$ cat src/rtl/regbus_pkg.sv
// Shared definitions for the APB to register-bus bridge.
//   rb_state_t      : bridge transfer state (IDLE, ISSUE, WAIT, DONE)
//   RB_TIMEOUT_DEF  : default rb_ready watchdog limit in cycles
//   addr_aligned()  : true when a byte address is 32-bit word aligned
package regbus_pkg;

  typedef enum logic [1:0] {
    IDLE  = 2'd0,
    ISSUE = 2'd1,
    WAIT  = 2'd2,
    DONE  = 2'd3
  } rb_state_t;

  localparam int RB_TIMEOUT_DEF = 16;

  // Only the two low address bits matter for word alignment.
  function automatic logic addr_aligned(input logic [1:0] lsb);
    return (lsb == 2'b00);
  endfunction

endpackage

$ cat src/rtl/regbus_wdog.sv
// Ready-timeout watchdog for the register-bus bridge.
//   clk, rst_b : clock, asynchronous active-low reset
//   clr        : zero the counter (takes priority over en)
//   en         : count one cycle of waiting
//   expire     : this counting cycle brings the count to TIMEOUT-1
module regbus_wdog #(
  parameter int TIMEOUT = 16
) (
  input  logic clk,
  input  logic rst_b,
  input  logic clr,
  input  logic en,
  output logic expire
);

  localparam int CNT_W = $clog2(TIMEOUT);
  // Expiry is flagged on the cycle whose increment lands on TIMEOUT-1,
  // so the bridge can answer the APB master on the very next cycle.
  localparam logic [CNT_W-1:0] LAST = CNT_W'(TIMEOUT - 2);

  logic [CNT_W-1:0] cnt;

  always_ff @(posedge clk or negedge rst_b) begin
    if (!rst_b) begin
      cnt <= '0;
    end else if (clr) begin
      cnt <= '0;
    end else if (en) begin
      cnt <= cnt + 1'b1;
    end
  end

  assign expire = en && !clr && (cnt == LAST);

endmodule

$ cat src/rtl/apb_regbus_bridge.sv
// APB3 slave that turns each APB transfer into a single-cycle read or write
// strobe on the internal register bus, with word-alignment checking and a
// watchdog so a silent register-bus slave cannot stall the APB master.
//   clk, rst_b              : clock, asynchronous active-low reset
//   psel, penable, pwrite   : APB control
//   paddr, pwdata, pstrb    : APB address, write data, byte strobes
//   prdata, pready, pslverr : APB response (registered)
//   rb_addr, rb_wdata       : register-bus address and write data (held)
//   rb_wstrb                : register-bus byte strobes (0 on reads)
//   rb_we, rb_re            : one-cycle write / read strobes
//   rb_rdata, rb_ready      : register-bus read data and completion
module apb_regbus_bridge
  import regbus_pkg::*;
#(
  parameter int ADDR_W  = 32,
  parameter int DATA_W  = 32,
  parameter int TIMEOUT = RB_TIMEOUT_DEF
) (
  input  logic                clk,
  input  logic                rst_b,
  input  logic                psel,
  input  logic                penable,
  input  logic                pwrite,
  input  logic [ADDR_W-1:0]   paddr,
  input  logic [DATA_W-1:0]   pwdata,
  input  logic [DATA_W/8-1:0] pstrb,
  output logic [DATA_W-1:0]   prdata,
  output logic                pready,
  output logic                pslverr,
  output logic [ADDR_W-1:0]   rb_addr,
  output logic                rb_we,
  output logic                rb_re,
  output logic [DATA_W-1:0]   rb_wdata,
  output logic [DATA_W/8-1:0] rb_wstrb,
  input  logic [DATA_W-1:0]   rb_rdata,
  input  logic                rb_ready
);

  rb_state_t state;
  logic      is_write;
  logic      setup;
  logic      wdog_expire;

  assign setup = psel && !penable;

  // The counter is zeroed while the strobe is out and runs only in WAIT.
  regbus_wdog #(
    .TIMEOUT (TIMEOUT)
  ) u_wdog (
    .clk    (clk),
    .rst_b  (rst_b),
    .clr    (state == ISSUE),
    .en     (state == WAIT),
    .expire (wdog_expire)
  );

  always_ff @(posedge clk or negedge rst_b) begin
    if (!rst_b) begin
      state    <= IDLE;
      is_write <= 1'b0;
      prdata   <= '0;
      pready   <= 1'b0;
      pslverr  <= 1'b0;
      rb_addr  <= '0;
      rb_we    <= 1'b0;
      rb_re    <= 1'b0;
      rb_wdata <= '0;
      rb_wstrb <= '0;
    end else begin
      case (state)
        IDLE: begin
          if (setup) begin
            is_write <= pwrite;
            if (!addr_aligned(paddr[1:0])) begin
              // Misaligned: answer with an error, never touch the bus.
              prdata  <= '0;
              pready  <= 1'b1;
              pslverr <= 1'b1;
              state   <= DONE;
            end else begin
              rb_addr  <= paddr;
              rb_wdata <= pwdata;
              rb_wstrb <= pwrite ? pstrb : '0;
              rb_we    <= pwrite;
              rb_re    <= !pwrite;
              state    <= ISSUE;
            end
          end
        end

        ISSUE, WAIT: begin
          rb_we <= 1'b0;
          rb_re <= 1'b0;
          if (!psel) begin
            // Master gave up: drop the transfer without a response.
            state <= IDLE;
          end else if (rb_ready) begin
            // rb_ready beats a simultaneous watchdog expiry.
            prdata  <= is_write ? '0 : rb_rdata;
            pready  <= 1'b1;
            pslverr <= 1'b0;
            state   <= DONE;
          end else if (wdog_expire) begin
            prdata  <= '0;
            pready  <= 1'b1;
            pslverr <= 1'b1;
            state   <= DONE;
          end else begin
            state <= WAIT;
          end
        end

        DONE: begin
          prdata  <= '0;
          pready  <= 1'b0;
          pslverr <= 1'b0;
          state   <= IDLE;
        end

        default: state <= IDLE;
      endcase
    end
  end

endmodule

$ cat config.mk
export PLATFORM = sky130hd
export DESIGN_NAME = apb_regbus_bridge
export DESIGN_NICKNAME = d
export VERILOG_FILES = /design/src/rtl/regbus_pkg.sv /design/src/rtl/regbus_wdog.sv /design/src/rtl/apb_regbus_bridge.sv
export SDC_FILE = /design/constraint.sdc
export NUM_CORES = 1
export LEC_CHECK = 0
export CAP_MARGIN = 40
export CELL_PAD_IN_SITES_DETAIL_PLACEMENT = 1
export CELL_PAD_IN_SITES_GLOBAL_PLACEMENT = 2
export CORE_UTILIZATION = 28
export DETAILED_ROUTE_END_ITERATION = 8
export PLACE_DENSITY_LB_ADDON = 0.1
export RECOVER_POWER = 100
export SLEW_MARGIN = 15
export SYNTH_ARGS = -nofsm -noshare
export SYNTH_HDL_FRONTEND = slang
export SYNTH_SLANG_ARGS = --single-unit
$ cat constraint.sdc
create_clock -name clk -period 5.7 [get_ports clk]
set_input_delay 0.855 -clock clk [delete_from_list [all_inputs] [get_ports clk]]
set_output_delay 0.855 -clock clk [all_outputs]
set_load 0.01 [all_outputs]
==> run_results.csv, run 1 <==
group,metric,value,unit
clock_tree,cts_setup_buffers,0,
drt,highest_layer,"met4",
floorplan,io_pins,210,
critical_path,cp-end-kind,"flip-flop",
timing,fin_setup_tns,0,ns
yosys,ys_seq_area_share,63.4,%
yosys,syn-cell-area,4380,um^2
run_status,outcome,"finished, violations left",
timing,period_minus_slack,3.63,ns
clock_tree,cts.sinks,111,
drt,via_per_inst,4.44,
clock_tree,tritoncts,"built",
layout,final-seq-area,2780,um^2
power_and_ir_drop,swShare,31.6,%
clock_tree,htreeDepth,3,
timing,finalCritPeriodShare,63.7,%
drt,drt_first_pass_iters,4,
power_and_ir_drop,p_seq_share,38.7,%
placed_design,placed_cell_area,6700,um^2
clock_tree,clock_tree.root_cell,"clkbuf_16",
timing,hold_ws,0.486,ns
drt,wl_met2,5.94,mm
power_and_ir_drop,leakagePower,3.25,nW
clock_tree,clockBufferDepth,2,
grt,grt_overflow,0,
placed_design,gp_congestion,0.752,
layout,final_area,6930,um^2
critical_path,critPathLaunch,"psel",
critical_path,crit_path_max_fanout,44,
timing,finClkSkew,0.00777,ns
yosys,synthCells,288,
timing,relSlewSlack,-12.9,%
timing,setup_violations,0,
floorplan,fp.dieH,127,um
layout,final_nets,608,
grt,grt_max_degree,49,
layout,multi_input_area,1380,um^2
floorplan,fp-row-count,45,
drt,drcViolationCount,0,
clock_tree,ctsHoldBuffers,0,
layout,drive_gt1_share,11.6,%
hold_path,hp-class,"flip-flop to flip-flop",
drt,antenna_left,0,
critical_path,cp.arrival,3.87,ns
grt,grt_pass1_vias,3456,
run,drv_cap,2,
clock_tree,clock_latency,0.35,ns
floorplan,dieArea,16100,um^2
grt,antenna_found_initial,1,
drt,wl_per_cell,17.2,um
floorplan,initial_core_util,28.7,%
timing,hold_violations,0,
yosys,yosysWarnings,0,
power_and_ir_drop,internal-power,2.27,mW
timing,fmax,0.275,GHz
hold_path,min-delay-start,"rb_wstrb[3]",
power_and_ir_drop,vdd.ir_drop.worst,0.180,mV
timing,rsz0062_at_grt,"no",
yosys,syn_nets,400,
clock_tree,cts_resized,0,
yosys,synth.area.top_cells,"dfrtp_1 (63%), mux2_2 (9.8%), mux2_4 (8.9%), a22o_1 (6.4%), ha_1 (1.7%)",
timing,slew_violations,80,
power_and_ir_drop,comb_power_share,39.5,%
grt,grt_pass1_wl,19.6,mm
drt,vias,3163,
critical_path,cp.required,5.93,ns
placed_design,hpwl,8.86,mm
power_and_ir_drop,power_frac_clock,21.8,%
clock_tree,cts_made_buffers,9,
yosys,netlist-cell-type-count,31,
power_and_ir_drop,switchingPower,1.05,mW
drt,wl_met3,872,um
floorplan,die_w,127,um
yosys,yosys.area.top_type,"dfrtp_1",
drt,drt_iter0_drc,64,
clock_tree,clkSlewWorstSetupHoldPaths,0.07,ns
layout,fillers,1570,
placed_design,numPortBuffers,209,
drt,wl,12.2,mm
yosys,syn_avg_cell_area,15.2,um^2
layout,area_growth_syn_to_layout,58.2,%
critical_path,start_kind,"input pin",
power_and_ir_drop,powerDensity,479,nW/um^2
critical_path,path_class,"input pin to flip-flop",
yosys,ys_seq_elements,111,
grt,track_usage,16.1,%
floorplan,core_area,15300,um^2
run_status,violations,"max-capacitance violations, max-slew violations",
drt,wl_met1,5.11,mm
critical_path,reg2reg_from,"state[1]",
timing,tightest_slew,1.69,ns
yosys,synth_top_area_share,63.4,%
==> power by group through the flow <==
stage                     Sequential (mW)  Combinational [mW]  Clock [mW]
after floorplan                      1.44               0.519           0
after global placement               1.30                1.50           0
after detailed placement             1.32                1.52           0
after CTS                            1.31                1.53       0.758
after global routing                 1.34                1.42       0.783
final                                1.28                1.31       0.725
==> layout make-up <==
cell class / instances / share of cell area (%)
multi-input cells: 152 / 19.9
repair buffers: 214 / 30.9
flip-flops and latches: 111 / 40.1
clock inverters: 5 / 1.50
clock buffers: 11 / 3.36
well taps: 211 / 3.81
diodes: 1 / 0.0361
inverters: 8 / 0.433
==> metrics by stage <==
step	total power, mW	setup slack [ns]	cells	utilization (%)
floorplan	1.96	3.57	288	-
global placement	2.81	2.59	695	43.7
detailed placement	2.84	2.57	696	43.9
CTS	3.60	2.94	712	46.1
global route	3.54	1.83	713	45.4
finish	3.32	2.07	713	45.4
==> placed cells by master (no fill, tap or decap), drive strengths merged, types with 2 or more instances in the layout <==
cell           netlist  routed
o21ai                8       8
buf                 12       4
bufinv               0       3
inv                  7       8
clkbuf               5      13
nor2                 2       2
o31ai                2       2
nand3                2       2
a22o                32      32
and2                 3       3
mux2                64      64
o2bb2ai              3       3
clkinv               1       2
mux2i                2       2
dfrtp              111     111
a21oi                3       3
nand2               13      13
or3                  2       2
o211ai               2       2
clkdlybuf4s50        0     103
dlygate4sd3          0     105
ha                   6       6
==> final timing paths <==
check | endpoint | slack (ns) | cells after the start
max in group asynchronous | rb_addr[13] | 3.39 | 3
hold reg to reg | rb_wstrb[3] | 0.49 | 2
setup reg to reg | rb_addr[25] | 2.35 | 6
hold / removal | rb_wstrb[3] | 0.49 | 2
setup / recovery | rb_addr[25] | 2.07 | 5
min in group asynchronous | prdata[9] | 0.79 | 1
==> synth_stat cells <==
cell type / number
nand3_1: 2
o21a_1: 1
nor3_1: 1
buf_6: 4
buf_2: 7
clkbuf_1: 5
inv_1: 7
mux2_4: 26
or3_1: 2
a22oi_1: 1
o21ai_1: 1
nand4_1: 1
and2_1: 3
dfrtp_1: 111
o221ai_1: 1
nand2b_1: 1
mux2_2: 38
a22o_1: 32
o211ai_1: 2
ha_1: 6
a21oi_1: 3
nand3b_1: 1
o31ai_1: 2
o21ai_0: 7
nor2_1: 2
o2bb2ai_1: 3
nor4b_2: 1
mux2i_1: 2
clkinv_1: 1
buf_4: 1
nand2_1: 13
==> flip-flops by register name, indices dropped and copies added, names as in the netlist <==
register / count
rb_re: 1
is_write: 1
u_wdog.cnt: 4
prdata: 32
pready: 1
rb_addr: 32
rb_wdata: 32
rb_we: 1
state: 2
rb_wstrb: 4
pslverr: 1
==> cells by family after synthesis <==
kind of cell             after synthesis  share of synthesized area [%]
multiplexers                          66                           19.1
adder cells (fa/ha/maj)                6                           1.71
AND/OR/NAND/NOR                       27                           3.14
buffers and inverters                 25                           3.11
AO/OA/AOI/OAI                         53                           9.48
flip-flops                           111                           63.4
==> worst max-delay path, cell delays in order <==
cell and delay, ns:
dlygate4sd3_1 0.59, nand3b_1 0.13, or3_1 1.26, buf_4 0.59, mux2_2 0.39
==> layer usage <==
metal	GRT usage [%]	vias to the layer above
met5	0	-
met4	6.72	0
met3	5.32	19
met2	26.1	121
met1	19.6	1575
li1	-	1448
Power figures use the tool's default switching activity.
==> run 2, diff against run 1 <==
--- a/config.mk
+++ b/config.mk
@@ -8,7 +8,7 @@
 export CAP_MARGIN = 40
 export CELL_PAD_IN_SITES_DETAIL_PLACEMENT = 1
 export CELL_PAD_IN_SITES_GLOBAL_PLACEMENT = 2
-export CORE_UTILIZATION = 28
+export CORE_UTILIZATION = 26
 export DETAILED_ROUTE_END_ITERATION = 8
 export PLACE_DENSITY_LB_ADDON = 0.1
 export RECOVER_POWER = 100
==> constraint.sdc (replaced) <==
create_clock -name clk -period 3.5 [get_ports clk]
set_input_delay 0.525 -clock clk [delete_from_list [all_inputs] [get_ports clk]]
set_output_delay 0.525 -clock clk [all_outputs]
set_load 0.01 [all_outputs]
==> run_results.csv, run 2 (synthesis results as in run 1) <==
group,metric,value,unit
clock_tree,cts_setup_buffers,0,
run,drv_cap,0,
critical_path,slowest_delay,0.68,ns
critical_path,crit_buf_inv,3,
timing,relSlewSlack,12.9,%
critical_path,crit_path_max_fanout,51,
clock_tree,ctsHoldBuffers,0,
critical_path,start_kind,"flip-flop",
clock_tree,htreeDepth,3,
timing,hold_ws,0.201,ns
timing,finClkSkew,0.0126,ns
layout,postLayoutCoreUtil,41.9,%
power_and_ir_drop,vdd.ir_drop.worst,0.321,mV
run_status,outcome,"completed",
grt,grt_overflow,0,
drt,vias,3178,
timing,setup_violations,0,
clock_tree,cts_made_buffers,9,
floorplan,initial_core_util,26.5,%
placed_design,placed_cell_area,6740,um^2
timing,period_minus_slack,2.74,ns
placed_design,numPortBuffers,209,
clock_tree,cts.sinks,111,
hold_path,hp-class,"input pin to async pin",
grt,grt_max_degree,52,
clock_tree,tritoncts,"built",
placed_design,gp_congestion,0.736,
critical_path,path_cells,"inv_1 -> ha_1 -> nand3b_1 -> or3_1 -> buf_16 -> clkbuf_1 -> mux2_1",
layout,area_growth_syn_to_layout,58.1,%
drt,wl_per_cell,17.1,um
timing,fin_setup_tns,0,ns
clock_tree,clock_latency,0.35,ns
timing,slew_violations,0,
grt,grt_pass1_vias,3463,
placed_design,post-place-ws,0.867,ns
layout,layoutNonFillerInstCount,721,
layout,drive_gt1_share,11.8,%
layout,layout_commonest_cell,"dfrtp_1",
floorplan,io_pins,210,
critical_path,cp_top_family,"simple AND/OR/NAND/NOR gates",
placed_design,dp_cells,707,
clock_tree,clkSlewWorstSetupHoldPaths,0.08,ns
drt,wl,12.3,mm
drt,drt_iter0_drc,80,
grt,grt_pass1_wl,20.0,mm
timing,tightest_slew,1.31,ns
drt,antenna_left,0,
timing,finalCritPeriodShare,78.3,%
layout,antenna_cells,0,
timing,rsz0062_at_grt,"no",
layout,final_cell_mix,"dfrtp_1 (111), clkdlybuf4s50_1 (104), dlygate4sd3_1 (104), mux2_2 (38), a22o_1 (32)",
timing,hold_violations,0,
drt,drt_first_pass_iters,5,
clock_tree,clockBufferDepth,2,
floorplan,dieArea,17400,um^2
placed_design,hpwl,8.93,mm
layout,largestRegisters,"prdata x32, rb_addr x32, rb_wdata x32",
critical_path,path_class,"flip-flop to flip-flop",
critical_path,slowest_stage,"or3_1",
clock_tree,cts_resized,0,
floorplan,die_w,132,um
floorplan,fp.dieH,132,um
timing,setup_slack,0.760,ns
floorplan,core_area,16500,um^2
layout,final_area,6930,um^2
grt,antenna_found_initial,0,
critical_path,cp.arrival,2.97,ns
power_and_ir_drop,finalPower,5.33,mW
power_and_ir_drop,powerDensity,769,nW/um^2
drt,via_per_inst,4.41,
drt,drcViolationCount,0,
layout,final_nets,610,
grt,track_usage,14.9,%
critical_path,cp.required,3.73,ns
power_and_ir_drop,leakagePower,3.24,nW
critical_path,cp-end-kind,"flip-flop",
floorplan,fp-row-count,47,
clock_tree,clock_tree.root_cell,"clkbuf_16",
timing,fmax,0.365,GHz
==> run 2: worst paths after layout <==
| check | from | to | slack [ns] | cells past startpoint |
|---|---|---|---|---|
| setup / recovery | state[0] | rb_wdata[15] | 0.76 | 7 |
| hold / removal | rst_b | rb_wdata[15] | 0.20 | 1 |
| setup reg to reg | state[0] | rb_wdata[15] | 0.76 | 7 |
| hold reg to reg | rb_wdata[22] | rb_wdata[22] | 0.48 | 1 |
| max in group asynchronous | rst_b | rb_addr[8] | 1.66 | 2 |
| min in group clk | rb_wdata[22] | rb_wdata[22] | 0.48 | 1 |
==> run 2: worst register-to-register path: cells and delay by family, from the launching register on <==
family        cells  cell delay, ns
flops             1            0.40
mux               1            0.38
buf+inv           3            0.73
simple gates      2            0.83
fa+ha+maj         1            0.30
==> run 2: where the power goes <==
| group | switching [mW] | internal (mW) |
|---|---|---|
| registers | 0.269 | 1.82 |
| clock network | 0.471 | 0.624 |
| logic | 0.957 | 1.19 |
==> run 2: final cells by class <==
class / count / area [um^2]
clock inverter: 5 / 83.8
sequential: 111 / 2780
inverter: 8 / 30.0
clock buffer: 9 / 225
timing repair buffer: 216 / 2160
multi-input combinational: 152 / 1370
tap: 220 / 275
fill: 1737 / 9600
==> run 2: metal layers <==
| metal | track usage, % | wire length, um | vias up | share of wire (%) |
|---|---|---|---|---|
| met4 | 5.23 | 163 | 0 | 1.3 |
| met1 | 19.0 | 5410 | 1595 | 44 |
| met5 | 0 | 0 | - | 0 |
| met3 | 4.11 | 736 | 11 | 6.0 |
| met2 | 24.2 | 6000 | 117 | 49 |
| li1 | - | - | 1455 | - |
==> run 3, diff against run 2 <==
--- a/config.mk
+++ b/config.mk
@@ -8,7 +8,7 @@
 export CAP_MARGIN = 40
 export CELL_PAD_IN_SITES_DETAIL_PLACEMENT = 1
 export CELL_PAD_IN_SITES_GLOBAL_PLACEMENT = 2
-export CORE_UTILIZATION = 26
+export CORE_UTILIZATION = 23
 export DETAILED_ROUTE_END_ITERATION = 8
 export PLACE_DENSITY_LB_ADDON = 0.1
 export RECOVER_POWER = 100
==> constraint.sdc (replaced) <==
create_clock -name clk -period 2.38 [get_ports clk]
set_input_delay 0.357 -clock clk [delete_from_list [all_inputs] [get_ports clk]]
set_output_delay 0.357 -clock clk [all_outputs]
set_load 0.01 [all_outputs]
==> run_results.csv, run 3 (synthesis results as in run 1) <==
group,metric,value,unit
critical_path,cp.arrival,2.31,ns
timing,setup_violations,0,
critical_path,path_class,"flip-flop to flip-flop",
hold_path,min-delay-start,"rb_wstrb[0]",
critical_path,rr_endpoint,"rb_wdata[27]",
drt,drt_first_pass_iters,4,
floorplan,die_w,140,um
power_and_ir_drop,finalPower,7.76,mW
power_and_ir_drop,powerDensity,1120,nW/um^2
floorplan,initial_core_util,23.4,%
drt,vias,3229,
run_status,outcome,"completed",
placed_design,hpwl,9.35,mm
timing,setup_slack,0.292,ns
layout,drive_gt1_share,12.9,%
layout,layoutNonFillerInstCount,738,
timing,hold_violations,0,
drt,drcViolationCount,0,
grt,grt_overflow,0,
floorplan,fp-row-count,50,
critical_path,cp.required,2.61,ns
layout,final_area,6940,um^2
critical_path,crit_path_max_fanout,22,
critical_path,reg2reg_from,"state[0]",
critical_path,critPathLaunch,"state[0]",
timing,slew_violations,0,
layout,antenna_cells,0,
layout,largestRegisters,"prdata x32, rb_addr x32, rb_wdata x32",
layout,area_growth_syn_to_layout,58.5,%
power_and_ir_drop,vdd.ir_drop.worst,0.390,mV
layout,final_nets,612,
placed_design,dp_cells,722,
clock_tree,cts_made_buffers,9,
power_and_ir_drop,switchingPower,2.56,mW
hold_path,hold_end,"rb_wstrb[0]",
timing,relSlewSlack,39.4,%
timing,finClkSkew,0.00804,ns
grt,antenna_found_initial,0,
power_and_ir_drop,power_frac_clock,18.5,%
clock_tree,clock_latency,0.35,ns
drt,highest_layer,"met4",
power_and_ir_drop,swShare,33.1,%
critical_path,start_kind,"flip-flop",
power_and_ir_drop,leakagePower,3.24,nW
floorplan,core_area,18700,um^2
drt,wl_met2,6.45,mm
clock_tree,cts_setup_buffers,0,
timing,rsz0062_at_grt,"no",
placed_design,post-place-ws,0.252,ns
placed_design,placed_cell_area,6820,um^2
hold_path,hp-class,"flip-flop to flip-flop",
run,drv_cap,0,
critical_path,r2r.worst_path.cells,6,
power_and_ir_drop,comb_power_share,41.8,%
layout,final_cell_mix,"dfrtp_1 (111), dlygate4sd3_1 (105), clkdlybuf4s50_1 (104), mux2_2 (38), a22o_1 (32)",
placed_design,numPortBuffers,209,
drt,via_per_inst,4.38,
clock_tree,htreeDepth,3,
clock_tree,clkSlewWorstSetupHoldPaths,0.07,ns
clock_tree,tritoncts,"built",
placed_design,gp_congestion,0.695,
grt,track_usage,13.6,%
clock_tree,cts.sinks,111,
timing,hold_ws,0.485,ns
clock_tree,clockBufferDepth,2,
drt,wl_per_cell,17.3,um
timing,fin_setup_tns,0,ns
critical_path,rrSetupSlack,0.29,ns
hold_path,hold_depth,2,
grt,grt_max_degree,42,
drt,wl,12.7,mm
grt,grt_pass1_wl,20.6,mm
timing,period_minus_slack,2.09,ns
layout,postLayoutCoreUtil,37.1,%
layout,fillers,1952,
power_and_ir_drop,internal-power,5.19,mW
drt,drt_iter0_drc,71,
floorplan,dieArea,19600,um^2
layout,layout_commonest_cell,"dfrtp_1",
power_and_ir_drop,p_seq_share,39.6,%
timing,tightest_slew,0.910,ns
clock_tree,clock_tree.root_cell,"clkbuf_16",
floorplan,fp.dieH,140,um
drt,wl_met1,5.30,mm
floorplan,io_pins,210,
critical_path,cp-end-kind,"flip-flop",
drt,wl_met3,844,um
drt,antenna_left,0,
timing,finalCritPeriodShare,87.7,%
grt,grt_pass1_vias,3517,
timing,fmax,0.479,GHz
## run 3: changes by cell type in the layout (fill, tap and decap cells not counted), sizes merged
cell and delta:
bufinv -2, clkbuf +2, clkinv +2, dlygate4sd3 +1
## run 3: cell type report
type / instances / area (um^2) / share of cell area, %
clock buffer: 10 / 229 / 3.30
timing repair buffer: 218 / 2180 / 31.4
sequential: 111 / 2780 / 40.0
tap: 234 / 293 / 4.22
inverter: 8 / 30.0 / 0.433
multi-input combinational: 152 / 1390 / 20.0
clock inverter: 5 / 45.0 / 0.649
## run 3: worst max-delay path: stages (launching register included)
cell and delay (ns):
dfrtp_1 0.41, inv_1 0.09, ha_1 0.20, nand3b_1 0.12, or3_4 0.42, buf_2 0.33
mux2_1 0.38
## run 3: worst max-delay path by stage
stage | end | cells past startpoint
5_1_grt | rb_addr[4] | 6
3_5_place_dp | rb_wdata[22] | 5
6_report | rb_wdata[27] | 6
2_1_floorplan | rb_addr[2] | 9
3_3_place_gp | rb_wdata[19] | 5
4_1_cts | prdata[3] | 6
## run 3: power groups by stage
stage / clock, mW / sequential [mW] / combinational (mW)
6_report: 1.44 / 3.07 / 3.25
5_1_grt: 1.58 / 3.20 / 3.52
4_1_cts: 1.51 / 3.14 / 3.77
3_5_place_dp: 0 / 3.16 / 3.75
3_3_place_gp: 0 / 3.12 / 3.71
2_1_floorplan: 0 / 3.45 / 1.24
## run 3: routing by layer
layer,up-vias,global-route usage [%]
met5,-,0
met2,112,22.9
li1,1455,-
met4,0,3.99
met3,9,4.48
met1,1653,16.6
## run 3: what timing repair did
| action | CTS | global route |
|---|---|---|
| endpoints found under the hold margin | 32 | 0 |
| setup endpoints to repair | 0 | 0 |
| gates resized for setup | 0 | 0 |
| hold buffers | 1 | 0 |
==> edit 1 (config.mk and constraints of run 1) <==
Reset style: synchronous (`rst_b`), changed in 2 clocked blocks. Comments in the files are not updated.
--- a/src/rtl/regbus_wdog.sv
+++ b/src/rtl/regbus_wdog.sv
@@ -20,7 +20,7 @@
 
   logic [CNT_W-1:0] cnt;
 
-  always_ff @(posedge clk or negedge rst_b) begin
+  always_ff @(posedge clk) begin
     if (!rst_b) begin
       cnt <= '0;
     end else if (clr) begin
--- a/src/rtl/apb_regbus_bridge.sv
+++ b/src/rtl/apb_regbus_bridge.sv
@@ -54,7 +54,7 @@
     .expire (wdog_expire)
   );
 
-  always_ff @(posedge clk or negedge rst_b) begin
+  always_ff @(posedge clk) begin
     if (!rst_b) begin
       state    <= IDLE;
       is_write <= 1'b0;
Function: differs if rst_b is asserted again (counterexample within 4 cycles, from zero or initial values and one cycle with rst_b low); with rst_b held inactive, the same outputs for 4 cycles.
==> edit 1 against run 1 <==
- the flow still finishes with violations (max-capacitance violations, max-slew violations)
- cell area down 3.6%
- synthesized area down 5.2%
- wire length grew 7.2%
- core utilization rose by 0.73 points
- cell count increased by 23%
- clock skew is 0.0023 ns lower
- sequential cell count unchanged
- critical path depth unchanged
- setup slack worse by 0.42 ns
- register-to-register slack better by 0.77 ns
- sequential share of layout area decreased by 6.8 points
- worst hold slack worse by 0.035 ns
Power is not compared: it rests on default switching activity, and its combinational part moved more than twofold at a synthesized area within 25%.
==> edit 1: results (changes against run 1) <==
Status: complete, but fails checks
Violated checks: max-capacitance violations, max-slew violations
Largest net degree at the start of global routing: 68 (+39%)
Sequential share of the synthesized area: 53.5% (-9.9 points)
Antenna diodes: 0 (-1)
Layout cells sized above 1: 3.16% (-8.4 points)
Mapped Nets: 613 (+53%)
Reg clk slew, reported paths: 0.07 ns (about the same)
Commonest cells in the synthesized netlist: nand2_1 (199), dfxtp_1 (111), a21oi_1 (68)
R2R depth: 7 (+1)
Post-Route Skew: 0.00547 ns (-0.00230 ns)
Placer Congestion: 0.749 (-0.35%)
Slew Limit Fails: 41 (-49%)
Detailed Route Iter0 Violations: 150 (+130%)
Post-DP HPWL: 9360 um (+5.7%)
First-pass GRT wire length: 19900 um (+1.4%)
Netlist cell types: 29 (-6.5%)
Synth top area cells: dfxtp_1 (54%), nand2_1 (18%), a21oi_1 (8.2%)
Crit Path Max Fanout: 40 (-9.1%)
Async SR Flop Fraction: 0% (-100 points)
Maxcap violations: 1 (-1)
Initial antenna violation count: 0 (-1)
Syn Inst Count: 500 (+74%)
Post-route insts no fill: 880 (+23%)
Total Routing Usage GR: 17.0% (+0.89 points)
Number of global-route vias before repair: 3899 (+13%)
Slowest stage delay, CP: 1.37 ns (+0.11 ns)
Slowest CP cell: clkbuf_1
Fin nets: 804 (+32%)
Post-Route WL: 13100 um (+7.2%)
Placed cell area: 6400 sq um (-4.6%)
-- edit 1: changes by cell type after synthesis, sizes merged, moves of 5 or more --
cell    change
o21ai       -5
dfrtp     -111
mux2i      +32
a22o       -32
nand2     +186
clkbuf     +20
a21oi      +65
mux2       -64
nand3       +5
nor2        +5
dfxtp     +111
-- edit 1: worst paths after layout --
check | from | slack, ns | end
setup / recovery | rst_b | 1.65 | prdata[26]
hold reg to reg | rb_addr[3] | 0.45 | rb_addr[3]
setup reg to reg | state[1] | 3.12 | rb_re
hold / removal | rb_addr[3] | 0.45 | rb_addr[3]
-- edit 1: cell families after synthesis --
kind of cell,after synthesis,share of synthesized area (%)
AO/OA/AOI/OAI,78,9.97
XOR/XNOR,3,0.633
adder cells (fa/ha/maj),7,2.11
buffers and inverters,40,3.89
flip-flops,111,53.5
multiplexers,34,8.20
AND/OR/NAND/NOR,227,21.7
-- edit 1: area by class of cell --
| cell class | count | area share, % |
|---|---|---|
| Clock buffer | 12 | 3.69 |
| Sequential cell | 111 | 33.3 |
| Inverter | 6 | 0.337 |
| Tap cell | 184 | 3.45 |
| Multi-Input combinational cell | 349 | 26.6 |
| Timing Repair Buffer | 214 | 32.0 |
| Clock inverter | 4 | 0.674 |
-- edit 1: routing by layer --
layer | up-vias | part of all wire [%] | track usage, %
met3 | 12 | 9.1 | 6.00
met5 | - | 0 | 0
met2 | 122 | 45 | 27.2
li1 | 2000 | - | -
met4 | 0 | 1.5 | 7.23
met1 | 1862 | 44 | 20.5
-- edit 1: per-stage QoR --
step	worst slack, ns	power (uW)
after floorplan	3.73	1040
after global placement	2.41	1210
after detailed placement	2.39	1230
after CTS	2.76	1870
after global routing	1.38	1920
final	1.65	1830
==> edit 2 (flow settings as in run 1) <==
Without the edit above. Set the parameter `ADDR_W` to 16 (it was 32).
--- a/src/rtl/apb_regbus_bridge.sv
+++ b/src/rtl/apb_regbus_bridge.sv
@@ -12,7 +12,7 @@
 module apb_regbus_bridge
   import regbus_pkg::*;
 #(
-  parameter int ADDR_W  = 32,
+  parameter int ADDR_W  = 16,
   parameter int DATA_W  = 32,
   parameter int TIMEOUT = RB_TIMEOUT_DEF
 ) (
Ports: changed (resized paddr and rb_addr); port bits go from 210 to 178. No check against the original RTL was run, so the function may have changed too.
==> edit 2 against run 1 <==
- the flow still finishes with violations (max-capacitance violations, max-slew violations)
- die area fell by 11%
- sequential share of layout area rose by 0.16 points
- power fell by 17%
- sequential cell count fell by 16
- cell area fell by 15%
- worst hold slack got worse by 0.10 ns
- setup slack improved by 0.49 ns
- synthesized area fell by 11%
- wire length fell by 14%
==> edit 2: results (changes against run 1) <==
Post-Route Skew: 0.00423 ns (-0.00354 ns)
Initial antenna violation count: 0 (-1)
Avg WL per Cell: 17.3 um (+0.55%)
First-pass GRT wire length: 17100 um (-13%)
Placed cell area: 5830 sq um (-13%)
Max VDD drop: 0.000281 V (+56%)
Synth top area cells: dfrtp_1 (61%), mux2_4 (18%), a22o_1 (7.2%)
Total Routing Usage GR: 15.8% (-0.23 points)
Slew Limit Fails: 72 (-10%)
Largest net degree at the start of global routing: 61 (+24%)
Async SR Flop Fraction: 100% (unchanged)
Worst slack, placed: 2.73 ns (+0.162 ns)
Port Buf Inserts: 177 (-15%)
Commonest cells in the synthesized netlist: dfrtp_1 (95), mux2_4 (46), a22o_1 (32)
Clk buf depth: 2 (unchanged)
Post-CTS sizing: 0 (unchanged)
H-tree depth: 3 (unchanged)
Arrival @ worst endpoint: 3.29 ns (-0.58 ns)
Placer Congestion: 0.744 (-1.1%)
Violated checks: max-capacitance violations, max-slew violations
Total CTS buffers: 9 (unchanged)
Maxcap violations: 2 (unchanged)
Worst-margin pin slew: 1.98 ns (+0.285 ns)
Post-synth EDFFs: 0 (unchanged)
Hold WC Path Type: in2async
Top Registers: prdata: 32 flops, rb_wdata: 32 flops, rb_addr: 16 flops
Worst skew pair latency: 0.34 ns
Number of global-route vias before repair: 2877 (-17%)
Leak Pwr: 0.00278 uW (-14%)
Status: complete, but fails checks
Sequential share of the synthesized area: 61.0% (-2.4 points)
Crit Path Max Fanout: 34 (-23%)
Mapped Nets: 350 (-13%)
Reg clk slew, reported paths: 0.06 ns
Fin nets: 529 (-13%)
Post-CTS setup repair buffer count: 0 (unchanged)
Ys Warns: 0 (unchanged)
Yosys top cell area share: 61.0% (-2.4 points)
Detailed Route Iter0 Violations: 120 (+88%)
Post-DP HPWL: 7740 um (-13%)
Antenna diodes: 0 (-1)
CTS root buf: clkbuf_16
Netlist cell types: 30 (-3.2%)
DR pass1 iterations: 4 (unchanged)
Layout cells sized above 1: 4.35% (-7.2 points)
Vias per cell: 4.46 (+0.54%)
Final worst-path cycle share: 55.1% (-8.6 points)
==> edit 2: area by class of cell <==
class | instances | area (sq um)
Fill cell | 1411 | 7490
Inverter | 8 | 30.0
Timing Repair Buffer | 183 | 1820
Clock buffer | 11 | 243
Tap cell | 176 | 220
Multi-Input combinational cell | 136 | 1200
Sequential cell | 95 | 2380
Clock inverter | 4 | 22.5
==> edit 2: kinds of logic after synthesis <==
kind of cell | after synthesis | share of synthesized area [%]
buf+inv | 23 | 3.66
flops | 95 | 61.0
fa+ha+maj | 6 | 1.93
mux | 50 | 18.8
simple gates | 27 | 3.72
compound gates | 53 | 10.9
==> edit 2: worst max-delay path, stage by stage (launching register included) <==
cell,delay (ns)
dfrtp_1,0.42
inv_1,0.09
ha_1,0.44
inv_1,0.26
o32ai_4,0.30
clkbuf_1,1.20
a22oi_1,0.24
==> edit 2: worst paths after layout <==
kind / from / cells past startpoint / to / slack, ns
worst min register to register: rb_wstrb[0] / 2 / rb_wstrb[0] / 0.48
worst max register to register: state[1] / 6 / pslverr / 2.56
min in group clk: rb_wstrb[0] / 2 / rb_wstrb[0] / 0.48
worst max-delay path: state[1] / 6 / pslverr / 2.56
worst min-delay path: rst_b / 1 / rb_addr[3] / 0.39
max in group asynchronous: rst_b / 3 / rb_wdata[1] / 2.81
==> edit 2: per-stage QoR <==
stage | hold slack (ns) | cells | power [uW]
after global routing | 0.385 | 613 | 2920
after CTS | 0.491 | 612 | 3060
after floorplan | 0.492 | 254 | 1750
after detailed placement | 0.470 | 597 | 2480
after global placement | 0.464 | 596 | 2450
final | 0.386 | 613 | 2740
==> edit 2: report_power, final <==
part	leakage, uW	switching (uW)	internal, uW
combinational	0.00142	509	593
clock	0.000131	248	303
sequential	0.00123	141	947
total	0.00278	898	1840
==> edit 2: layer usage <==
layer,part of all wire [%],GRT usage [%]
met1,44,21.6
met3,4.2,2.90
met2,50,24.7
met4,1.6,6.33
met5,0,0
